$ cat config.mk
export PLATFORM = sky130hd
export DESIGN_NAME = cpu_bus_bridge
export DESIGN_NICKNAME = d
export VERILOG_FILES = /design/src/rtl/cpu_bus_bridge.sv
export SDC_FILE = /design/constraint.sdc
export NUM_CORES = 1
export LEC_CHECK = 0
export ABC_AREA = 1
export CORE_MARGIN = 1
export CORE_UTILIZATION = 30
export CTS_BUF_LIST = sky130_fd_sc_hd__clkbuf_16
export DETAILED_ROUTE_END_ITERATION = 10
export HOLD_SLACK_MARGIN = 0.15
export PLACE_DENSITY = 0.57
export SLEW_MARGIN = 10
export SYNTH_ARGS = -nofsm -noshare
export SYNTH_HDL_FRONTEND = slang
export SYNTH_SLANG_ARGS = --single-unit
$ cat constraint.sdc
create_clock -name i_clk -period 5.25 [get_ports i_clk]
set_input_delay 0.7875 -clock i_clk [delete_from_list [all_inputs] [get_ports i_clk]]
set_output_delay 0.7875 -clock i_clk [all_outputs]
set_load 0.1 [all_outputs]
$ cat src/rtl/cpu_bus_bridge.sv
// Bridges the CPU's four-phase external bus onto block RAM, an ack-based I/O peripheral,
// or an unmapped-access error path, with sticky error reporting.
module cpu_bus_bridge #(
  parameter int unsigned       ADDR_W     = 32,
  parameter int unsigned       DATA_W     = 32,
  parameter logic [ADDR_W-1:0] RAM_TOP    = 32'h0001_0000,
  parameter int unsigned       RAM_AW     = 16,
  parameter int unsigned       RAM_LAT    = 1,
  parameter logic [ADDR_W-1:0] IO_BASE    = 32'hFFFF_0000,
  parameter logic [ADDR_W-1:0] IO_SIZE    = 32'h0001_0000,
  parameter int unsigned       IO_TIMEOUT = 255
) (
  input  logic              i_clk,
  input  logic              i_rst,
  input  logic              i_bus_clk,
  input  logic              i_bus_we,
  input  logic [ADDR_W-1:0] i_bus_addr,
  input  logic [DATA_W-1:0] i_bus_data,
  output logic [DATA_W-1:0] o_bus_data,
  output logic              o_bus_data_ready,
  output logic              o_ram_we,
  output logic [RAM_AW-1:0] o_ram_addr,
  output logic [DATA_W-1:0] o_ram_wdata,
  input  logic [DATA_W-1:0] i_ram_rdata,
  output logic              o_io_stb,
  output logic              o_io_we,
  output logic [ADDR_W-1:0] o_io_addr,
  output logic [DATA_W-1:0] o_io_wdata,
  input  logic              i_io_ack,
  input  logic [DATA_W-1:0] i_io_rdata,
  output logic              o_err_unmapped,
  output logic              o_err_timeout,
  output logic [ADDR_W-1:0] o_err_addr
);

  localparam logic [2:0] LatInit = 3'(RAM_LAT);
  localparam logic [7:0] TmoLast = 8'(IO_TIMEOUT - 1);

  typedef enum logic [1:0] {
    StIdle,
    StRamRd,
    StIoWait,
    StDone
  } state_e;

  state_e            state_q, state_d;
  logic [2:0]        lat_cnt_q, lat_cnt_d;
  logic [7:0]        tmo_cnt_q, tmo_cnt_d;
  logic [ADDR_W-1:0] req_addr_q, req_addr_d;
  logic [DATA_W-1:0] bus_data_q, bus_data_d;
  logic              ready_q, ready_d;
  logic              ram_we_q, ram_we_d;
  logic [RAM_AW-1:0] ram_addr_q, ram_addr_d;
  logic [DATA_W-1:0] ram_wdata_q, ram_wdata_d;
  logic              io_stb_q, io_stb_d;
  logic              io_we_q, io_we_d;
  logic [ADDR_W-1:0] io_addr_q, io_addr_d;
  logic [DATA_W-1:0] io_wdata_q, io_wdata_d;
  logic              err_unm_q, err_unm_d;
  logic              err_tmo_q, err_tmo_d;
  logic [ADDR_W-1:0] err_addr_q, err_addr_d;

  logic [ADDR_W-1:0] io_off;
  logic              ram_hit;
  logic              io_hit;

  // Offset-based I/O test avoids overflow of IO_BASE + IO_SIZE at the top of the map.
  assign io_off  = i_bus_addr - IO_BASE;
  assign ram_hit = i_bus_addr < RAM_TOP;
  assign io_hit  = (i_bus_addr >= IO_BASE) && (io_off < IO_SIZE);

  always_comb begin
    state_d     = state_q;
    lat_cnt_d   = lat_cnt_q;
    tmo_cnt_d   = tmo_cnt_q;
    req_addr_d  = req_addr_q;
    bus_data_d  = bus_data_q;
    ready_d     = ready_q;
    ram_we_d    = 1'b0;
    ram_addr_d  = ram_addr_q;
    ram_wdata_d = ram_wdata_q;
    io_stb_d    = io_stb_q;
    io_we_d     = io_we_q;
    io_addr_d   = io_addr_q;
    io_wdata_d  = io_wdata_q;
    err_unm_d   = err_unm_q;
    err_tmo_d   = err_tmo_q;
    err_addr_d  = err_addr_q;

    unique case (state_q)
      StIdle: begin
        if (i_bus_clk) begin
          req_addr_d = i_bus_addr;
          bus_data_d = '0;
          if (ram_hit) begin
            ram_addr_d = i_bus_addr[RAM_AW-1:0];
            if (i_bus_we) begin
              ram_we_d    = 1'b1;
              ram_wdata_d = i_bus_data;
              state_d     = StDone;
            end else begin
              lat_cnt_d = LatInit;
              state_d   = StRamRd;
            end
          end else if (io_hit) begin
            io_stb_d   = 1'b1;
            io_we_d    = i_bus_we;
            io_addr_d  = io_off;
            io_wdata_d = i_bus_data;
            tmo_cnt_d  = '0;
            state_d    = StIoWait;
          end else begin
            err_unm_d  = 1'b1;
            err_addr_d = i_bus_addr;
            state_d    = StDone;
          end
        end
      end

      StRamRd: begin
        // The RAM samples the address one clock after acceptance, hence one extra wait.
        if (lat_cnt_q == '0) begin
          bus_data_d = i_ram_rdata;
          ready_d    = 1'b1;
          state_d    = StDone;
        end else begin
          lat_cnt_d = lat_cnt_q - 3'd1;
        end
      end

      StIoWait: begin
        if (i_io_ack) begin
          if (!io_we_q) begin
            bus_data_d = i_io_rdata;
          end
          io_stb_d = 1'b0;
          io_we_d  = 1'b0;
          ready_d  = 1'b1;
          state_d  = StDone;
        end else if (tmo_cnt_q == TmoLast) begin
          io_stb_d   = 1'b0;
          io_we_d    = 1'b0;
          bus_data_d = '1;
          err_tmo_d  = 1'b1;
          err_addr_d = req_addr_q;
          ready_d    = 1'b1;
          state_d    = StDone;
        end else begin
          tmo_cnt_d = tmo_cnt_q + 8'd1;
        end
      end

      StDone: begin
        // Writes and unmapped accesses arrive here with ready still low.
        if (!ready_q) begin
          ready_d = 1'b1;
        end else if (!i_bus_clk) begin
          ready_d = 1'b0;
          state_d = StIdle;
        end
      end

      default: state_d = StIdle;
    endcase
  end

  always_ff @(posedge i_clk) begin
    if (i_rst) begin
      state_q     <= StIdle;
      lat_cnt_q   <= '0;
      tmo_cnt_q   <= '0;
      req_addr_q  <= '0;
      bus_data_q  <= '0;
      ready_q     <= 1'b0;
      ram_we_q    <= 1'b0;
      ram_addr_q  <= '0;
      ram_wdata_q <= '0;
      io_stb_q    <= 1'b0;
      io_we_q     <= 1'b0;
      io_addr_q   <= '0;
      io_wdata_q  <= '0;
      err_unm_q   <= 1'b0;
      err_tmo_q   <= 1'b0;
      err_addr_q  <= '0;
    end else begin
      state_q     <= state_d;
      lat_cnt_q   <= lat_cnt_d;
      tmo_cnt_q   <= tmo_cnt_d;
      req_addr_q  <= req_addr_d;
      bus_data_q  <= bus_data_d;
      ready_q     <= ready_d;
      ram_we_q    <= ram_we_d;
      ram_addr_q  <= ram_addr_d;
      ram_wdata_q <= ram_wdata_d;
      io_stb_q    <= io_stb_d;
      io_we_q     <= io_we_d;
      io_addr_q   <= io_addr_d;
      io_wdata_q  <= io_wdata_d;
      err_unm_q   <= err_unm_d;
      err_tmo_q   <= err_tmo_d;
      err_addr_q  <= err_addr_d;
    end
  end

  assign o_bus_data       = bus_data_q;
  assign o_bus_data_ready = ready_q;
  assign o_ram_we         = ram_we_q;
  assign o_ram_addr       = ram_addr_q;
  assign o_ram_wdata      = ram_wdata_q;
  assign o_io_stb         = io_stb_q;
  assign o_io_we          = io_we_q;
  assign o_io_addr        = io_addr_q;
  assign o_io_wdata       = io_wdata_q;
  assign o_err_unmapped   = err_unm_q;
  assign o_err_timeout    = err_tmo_q;
  assign o_err_addr       = err_addr_q;

endmodule

After elaboration in Yosys (flattened, before gate mapping):

Index checks and enable logic that the tools add are counted.

* register bits: 227
* input bits: 133
* output and inout port bits: 182
* word-level logic and storage cells: 117

* add/sub/neg operators: 3
* magnitude comparators: 3
* eq/ne operators: 19
* multiplexer cells: 50
* bitwise operators: 5
* reductions and logical operators: 21

Operators by type and width (number)
* 2-to-1 mux 32 bit: 10
* case mux 32 bit (3 select lines): 1
* less-than comparator 32 x 17 -> 1 bit (second input constant): 2
* case mux 32 bit (2 select lines): 1
* 2-to-1 mux 8 bit: 5
* >= comparator 32 bit (second input constant): 1
* subtractor 32 bit (second input constant): 1
* inequality test 2 bit (second input constant): 13
* AND reduction 5 bit: 4
* 2-to-1 mux 2 bit: 8
* case mux 8 bit (2 select lines): 1
* 2-to-1 mux 1 bit: 15
* 2-to-1 mux 3 bit: 4
* AND reduction 4 bit: 3
* AND reduction 6 bit: 2
* AND reduction 3 bit: 3
* adder 8 x 1 -> 8 bit (second input constant): 1
* == test 8 bit (second input constant): 1
* case mux 2 bit (4 select lines): 1
* inequality test 3 bit (second input constant): 2
* case mux 3 bit (2 select lines): 1
* nonzero test 3 bit: 2
* NOT 1 bit: 5
* == test 2 bit (second input constant): 2
* other kinds (10): 12

Longest topological paths before layout:

Gate-level depths: netlist of the first run.

* depth in word-level cells: 7
* gate-level depth with buffers: 15
* mapped depth without buffers: 14

Worst setup path after synthesis of the first run:

Ideal clock, no wire load.

* kind: input to register
* start point: in i_bus_addr[16]
* end point: reg ram_wdata_q[10] (netlist: o_ram_wdata[10])
* setup time: 0.118 ns
* data arrival time: 2.013 ns
* required time: 5.132 ns
* setup slack: 3.119 ns
* cell stages on the path: 12
* path buffers: 1
* cell sequence: inv_1 -> ha_1 -> nand3_1 -> nor2_1 -> nand2_1 -> inv_2 -> nand2_2 -> nor2_4 -> inv_1 -> buf_2 -> nor2_1 -> nor2_1

* cells in the longest elaborated chain, start to end: 2

RTL lines
* start, declared: line 17 `input logic [ADDR_W-1:0] i_bus_addr,`
* less-than comparator 32 x 17 -> 1 bit: line 69 `assign ram_hit = i_bus_addr < RAM_TOP;`
* AND reduction 4 bit (no line)
* end signal, assigned: line 194 `ram_wdata_q <= ram_wdata_d;`
* end, declared: line 54 `logic [DATA_W-1:0] ram_wdata_q, ram_wdata_d;`

No other way between the ends.
A chain may end at the register's enable or synchronous reset.

Final worst setup path of the first run:

* start point: in i_bus_addr[17]
* end point: reg ram_wdata_q[18] (netlist: o_ram_wdata[18])

Same word-level chain as after synthesis.

==> results of run 1 <==
[worst reg2reg max path: stages (launching register included)]
cell and delay (ns):
dfxtp_1 0.33, inv_1 0.13, ha_1 0.29, nand2_1 0.08, buf_4 0.21, inv_1 0.44, nand2_2 0.36, nor2_4 0.16
buf_4 0.32, inv_1 0.52, nor2_1 0.26, nor2_1 0.08
[metrics by stage]
| step | power (W) | hold slack (ns) |
|---|---|---|
| 3_3_place_gp | 0.00519 | 0.443 |
| 5_1_grt | 0.00737 | 0.479 |
| 4_1_cts | 0.00704 | 0.462 |
| 2_1_floorplan | 0.00443 | 0.454 |
| 6_report | 0.00697 | 0.457 |
| 3_5_place_dp | 0.00520 | 0.448 |
[registers in the layout, summed over array words and instances (netlist names)]
| name | cells |
|---|---|
| o_err_unmapped | 1 |
| o_io_we | 1 |
| o_ram_addr | 16 |
| o_bus_data_ready | 1 |
| o_err_addr | 32 |
| o_err_timeout | 1 |
| o_io_addr | 32 |
| state_q | 2 |
| req_addr_q | 32 |
| o_bus_data | 32 |
| tmo_cnt_q | 8 |
| o_io_wdata | 32 |
| o_ram_we | 1 |
| o_ram_wdata | 32 |
| lat_cnt_q | 3 |
| o_io_stb | 1 |
[worst paths after layout]
check,start,end,slack (ns),cells past startpoint
max reg2reg,state_q[0]$_SDFFE_PP0P_,o_ram_wdata[18]$_SDFFE_PP0P_,1.97,11
max,i_bus_addr[17],o_ram_wdata[18]$_SDFFE_PP0P_,1.89,13
min reg2reg,o_io_addr[30]$_SDFFE_PP0P_,o_io_addr[30]$_SDFFE_PP0P_,0.46,2
min,o_io_addr[30]$_SDFFE_PP0P_,o_io_addr[30]$_SDFFE_PP0P_,0.46,2
[cell families (layout without fill, tap and decap cells)]
| group | Yosys count | after routing | share of synthesized area, % |
|---|---|---|---|
| AO/OA/AOI/OAI | 260 | 260 | 14.3 |
| AND/OR/NAND/NOR | 669 | 669 | 27.4 |
| XOR/XNOR | 7 | 7 | 0.639 |
| buffers and inverters | 206 | 496 | 8.88 |
| adder cells (fa/ha/maj) | 11 | 11 | 1.43 |
| flip-flops | 227 | 227 | 47.3 |
[power breakdown]
group	total, W	switching [W]	internal [W]
sequential	0.00211	0.000132	0.00198
combinational	0.00304	0.00230	0.000737
clock	0.00182	0.000780	0.00104
total	0.00697	0.00321	0.00376
[metal layers]
metal / routed length (um) / global-route usage (%) / vias to the layer above / share of wire [%]
li1: - / - / 4896 / -
met1: 13600 / 23.2 / 4375 / 43
met2: 14400 / 30.3 / 273 / 46
met3: 2930 / 6.79 / 41 / 9.3
met4: 592 / 4.38 / 4 / 1.9
met5: 22 / 0 / - / 0.070
[cells in the final DEF (no fill, tap or decap), types with 7 or more instances in the layout]
cell type	n
a21oi_1	93
nand2_1	293
dfxtp_1	227
clkinv_2	8
inv_1	113
clkdlybuf4s50_1	313
a221oi_1	16
clkinvlp_4	7
o21ai_0	141
clkbuf_16	27
nor3_1	17
nand3_1	41
buf_4	12
ha_1	10
nor2_1	303
[area by class of cell]
type	count	share of cell area, %
clock buffer	27	4.90
sequential	227	32.9
tap	402	3.64
clock inverter	23	1.38
multi-input combinational	947	30.5
inverter	120	3.28
timing repair buffer	326	23.4
==> results.yml, run 1 <==
yosys:
  synth_ff_type: "dfxtp_1"
  synthArstFlopShare_pct: 0
  synthTopCellsByCount: "nor2_1 (303), nand2_1 (294), dfxtp_1 (227)"
  synthesis.nets: 1524
  syn_area_um2: 9600
  syn_avg_cell_area_um2: 6.96
  syn_inst: 1380
  yosysSeqAreaShare_pct: 47.3
  synth_top_cell_area_share_pct: 47.3
  yosysMostFrequentCell: "nor2_1"
  synth_seq_cells: 227
  synth_warnings: 0
  synth_top_cell_by_area: "dfxtp_1"
  synth_edf_count: 0
  ys_top_cells_by_area: "dfxtp_1 (47%), nor2_1 (12%), nand2_1 (11%)"
  synth.distinct_cells: 30
clocking:
  clk_pin_slew_worst_paths_ns: 0.06
  cts_max_level: 1
  ctsLongestPathBuffers: 3
  cts_hold_buf: 0
  cts_tree: "built"
  clkLatencyLatePin_ns: 0.54
  post_cts_buffers: 0
  cts_sinks: 227
  numCtsBuffers: 27
  cts_root_buf: "clkbuf_16"
  cts-resized-gates: 0
timing:
  period_minus_slack_ns: 3.36
  tightest_slew_ns: 1.14
  min_period_over_period_pct: 63.9
  final_max_slew_viol_count: 0
  max_clock_freq_mhz: 298
  setup_violations: 0
  finClkSkew_ns: 0.0139
  rsz0062_at_grt: "false"
  setup_tns_ns: 0
  layout_setup_ws_ns: 1.89
  slew_headroom_pct: 23.6
  final-hold-violation-count: 0
worst_setup_path:
  crit_path_max_fanout: 33
  slowest_stage: "inv_1"
  cp_cell_sequence: "clkdlybuf4s50_1, inv_1, ha_1, nand3_1, nor2_1, nand2_1, inv_2, nand2_2, nor2_4, buf_4, inv_1, nor2_1, nor2_1"
  endpoint_kind: "flip-flop"
  worstSetupStartpointType: "input pin"
  cp_top_family: "buffers and inverters"
  arrival_ns: 3.78
  critPathMaxStageDelay_ns: 0.52
  crit_buf_inv: 5
  crit_top_cell: "nor2_1"
  worstSetupPathType: "input pin to flip-flop"
  worstPathRequired_ns: 5.68
global_route:
  grt-ovfl-total: 0
  antenna_found_initial: 3
  grt_pass1_wl_um: 48800
  grt_max_degree: 82
  grt_use_total_pct: 18.6
  grt_pass1_vias: 8820
placement:
  pre_cts_slack_ns: 1.32
  place_area_um2: 12900
  dpl.hpwl_um: 22100
  place.gp.congestion: 0.877
  dp.cells: 2022
  portBuffers: 314
layout:
  final_cell_area_um2: 13800
  utilization_pct: 43.7
  nets: 1793
  insertedDiodeCount: 0
  finalNonFillerCells: 2072
  area_growth_pct: 43.8
  fillers: 3214
  regArea_um2: 4540
  drive_above_1_share_pct: 4.55
  multi_input_area_um2: 4210
run_status:
  status: "finished, final reports clean"
drt:
  via_per_inst: 4.63
  wl_per_cell_um: 15.2
  first_pass_iters: 5
  vias: 9589
  drt_iter0_drc: 589
  ant_nets: 0
  routed_wl_um: 31600
  drc_errors: 0
power:
  power_per_cell_area_nw_per_um2: 505
  max-vdd-ir-drop_mv: 0.318
  power.leakage_nw: 5.64
die:
  boundaryPins: 315
  fp-row-count: 65
  die_y_um: 181
  die_x_um: 181
  initial_utilization_pct: 30.4
  dieArea_um2: 32700
  core_area_um2: 31600
min_path:
  hp-class: "flip-flop to flip-flop"
flow_run:
  drv_cap: 0
(Power assumes the default switching activity.)
==> run 2, diff against run 1 <==
==> constraint.sdc (replaced) <==
create_clock -name i_clk -period 3.5 [get_ports i_clk]
set_input_delay 0.525 -clock i_clk [delete_from_list [all_inputs] [get_ports i_clk]]
set_output_delay 0.525 -clock i_clk [all_outputs]
set_load 0.1 [all_outputs]
==> run 2 against run 1 <==
- combinational power increased by 51%
- register-to-register slack got worse by 1.0 ns
- global-route usage grew 0.24 points
- critical path type is now flip-flop to output pin
- critical endpoint is now o_bus_data_ready
==> results.yml, run 2 (synthesis results as in run 1) <==
timing:
  slew_headroom_pct: 23.6
  final_max_slew_viol_count: 0
  rsz0062_at_grt: "false"
  setup_tns_ns: 0
  setup_violations: 0
  period_minus_slack_ns: 2.61
  finClkSkew_ns: 0.0253
  min_period_over_period_pct: 74.6
  tightest_slew_ns: 1.15
  whs_ns: 0.460
  max_clock_freq_mhz: 383
  final-hold-violation-count: 0
die:
  boundaryPins: 315
  dieArea_um2: 32700
  die_y_um: 181
  fp-row-count: 65
  die_x_um: 181
  initial_utilization_pct: 30.4
  core_area_um2: 31600
drt:
  drt_iter0_drc: 470
  wl_per_cell_um: 15.2
  vias: 9577
  first_pass_iters: 4
  ant_nets: 0
  drc_errors: 0
  via_per_inst: 4.60
  routed_wl_um: 31700
power:
  power_per_cell_area_nw_per_um2: 754
  max-vdd-ir-drop_mv: 0.444
  power.leakage_nw: 5.69
worst_setup_path:
  critPathMaxStageDelay_ns: 1.17
  slowest_stage: "clkdlybuf4s50_1"
  crit_buf_inv: 1
  worstSetupStartpointType: "flip-flop"
  arrival_ns: 2.09
  crit_path_max_fanout: 3
  endpoint_kind: "output pin"
  cp_top_family: "buffers and inverters"
  worstSetupPathType: "flip-flop to output pin"
  cp_cell_sequence: "clkdlybuf4s50_1"
  worstPathRequired_ns: 2.97
global_route:
  grt_pass1_vias: 9050
  grt-ovfl-total: 0
  grt_pass1_wl_um: 49500
  grt_use_total_pct: 18.8
  antenna_found_initial: 1
  grt_max_degree: 82
clocking:
  post_cts_buffers: 0
  cts-resized-gates: 0
  clk_pin_slew_worst_paths_ns: 0.06
  clkLatencyLatePin_ns: 0.55
  cts_root_buf: "clkbuf_16"
  cts_max_level: 1
  numCtsBuffers: 28
  cts_hold_buf: 0
  cts_tree: "built"
  ctsLongestPathBuffers: 3
  cts_sinks: 227
min_path:
  hp-class: "flip-flop to flip-flop"
placement:
  place.gp.congestion: 0.857
  portBuffers: 314
  dpl.hpwl_um: 21900
flow_run:
  drv_cap: 0
layout:
  nets: 1800
  layout_common_cells: "clkdlybuf4s50_1 (311), nor2_1 (303), nand2_1 (293)"
  area_growth_pct: 44.0
  fillers: 3258
  drive_above_1_share_pct: 4.53
  final_common_cell: "clkdlybuf4s50_1"
run_status:
  status: "finished, final reports clean"
==> run 2: cell count changes in the layout (fill, tap and decap cells not counted), sizes merged <==
| cell | before | now |
|---|---|---|
| clkinvlp | 7 | 1 |
| clkbuf | 27 | 28 |
| diode | 0 | 1 |
| buf | 13 | 21 |
| clkinv | 14 | 20 |
| clkdlybuf4s50 | 313 | 311 |
| bufinv | 2 | 1 |
| inv | 120 | 122 |
==> run 2: report_power, final <==
part / internal, W / switching [W] / total, W / leakage (nW)
clock: 0.00152 / 0.00114 / 0.00267 / 0.426
combinational: 0.00113 / 0.00346 / 0.00459 / 3.42
sequential: 0.00297 / 0.000194 / 0.00316 / 1.84
==> run 2: area by class of cell <==
type	instances	area, um^2	area share (%)
flip-flops and latches	227	4540	32.9
multi-input cells	947	4210	30.4
repair buffers	332	3270	23.6
clock buffers	28	701	5.07
well taps	402	503	3.64
inverters	120	453	3.28
clock inverters	24	146	1.06
diodes	1	2.50	0.0181
==> run 2: worst paths after layout <==
check / from / to / slack [ns] / cells after the start
hold reg to reg: o_io_addr[30]$_SDFFE_PP0P_ / o_io_addr[30]$_SDFFE_PP0P_ / 0.46 / 2
hold / removal: o_io_addr[30]$_SDFFE_PP0P_ / o_io_addr[30]$_SDFFE_PP0P_ / 0.46 / 2
setup / recovery: o_bus_data_ready$_SDFFE_PP0P_ / o_bus_data_ready / 0.89 / 1
setup reg to reg: state_q[0]$_SDFFE_PP0P_ / o_err_addr[4]$_SDFFE_PP0P_ / 0.97 / 12
==> run 2: per-layer routing <==
| metal | global-route usage [%] | up-vias | share of wire (%) |
|---|---|---|---|
| li1 | - | 4918 | - |
| met1 | 24.1 | 4380 | 45 |
| met2 | 31.0 | 241 | 46 |
| met3 | 5.79 | 36 | 8.0 |
| met4 | 4.14 | 2 | 1.7 |
| met5 | 0 | - | 0.038 |
==> run 2: per-stage QoR <==
stage	std cells	instance area (um^2)	util, %	total power, W	setup slack (ns)
finish	2081	13800	43.8	0.0104	0.889
CTS	2080	13800	43.8	0.0106	0.838
floorplan	1380	9600	-	0.00665	1.63
detailed placement	2028	13000	41.1	0.00784	0.422
global placement	2028	13000	41.1	0.00781	0.466
global route	2080	13800	43.8	0.0110	0.686
==> run 2: tightest hold or removal path, stage by stage, from the launching register on <==
cell	delay, ns
dfxtp_1	0.31
nand3_1	0.07
inv_1	0.04
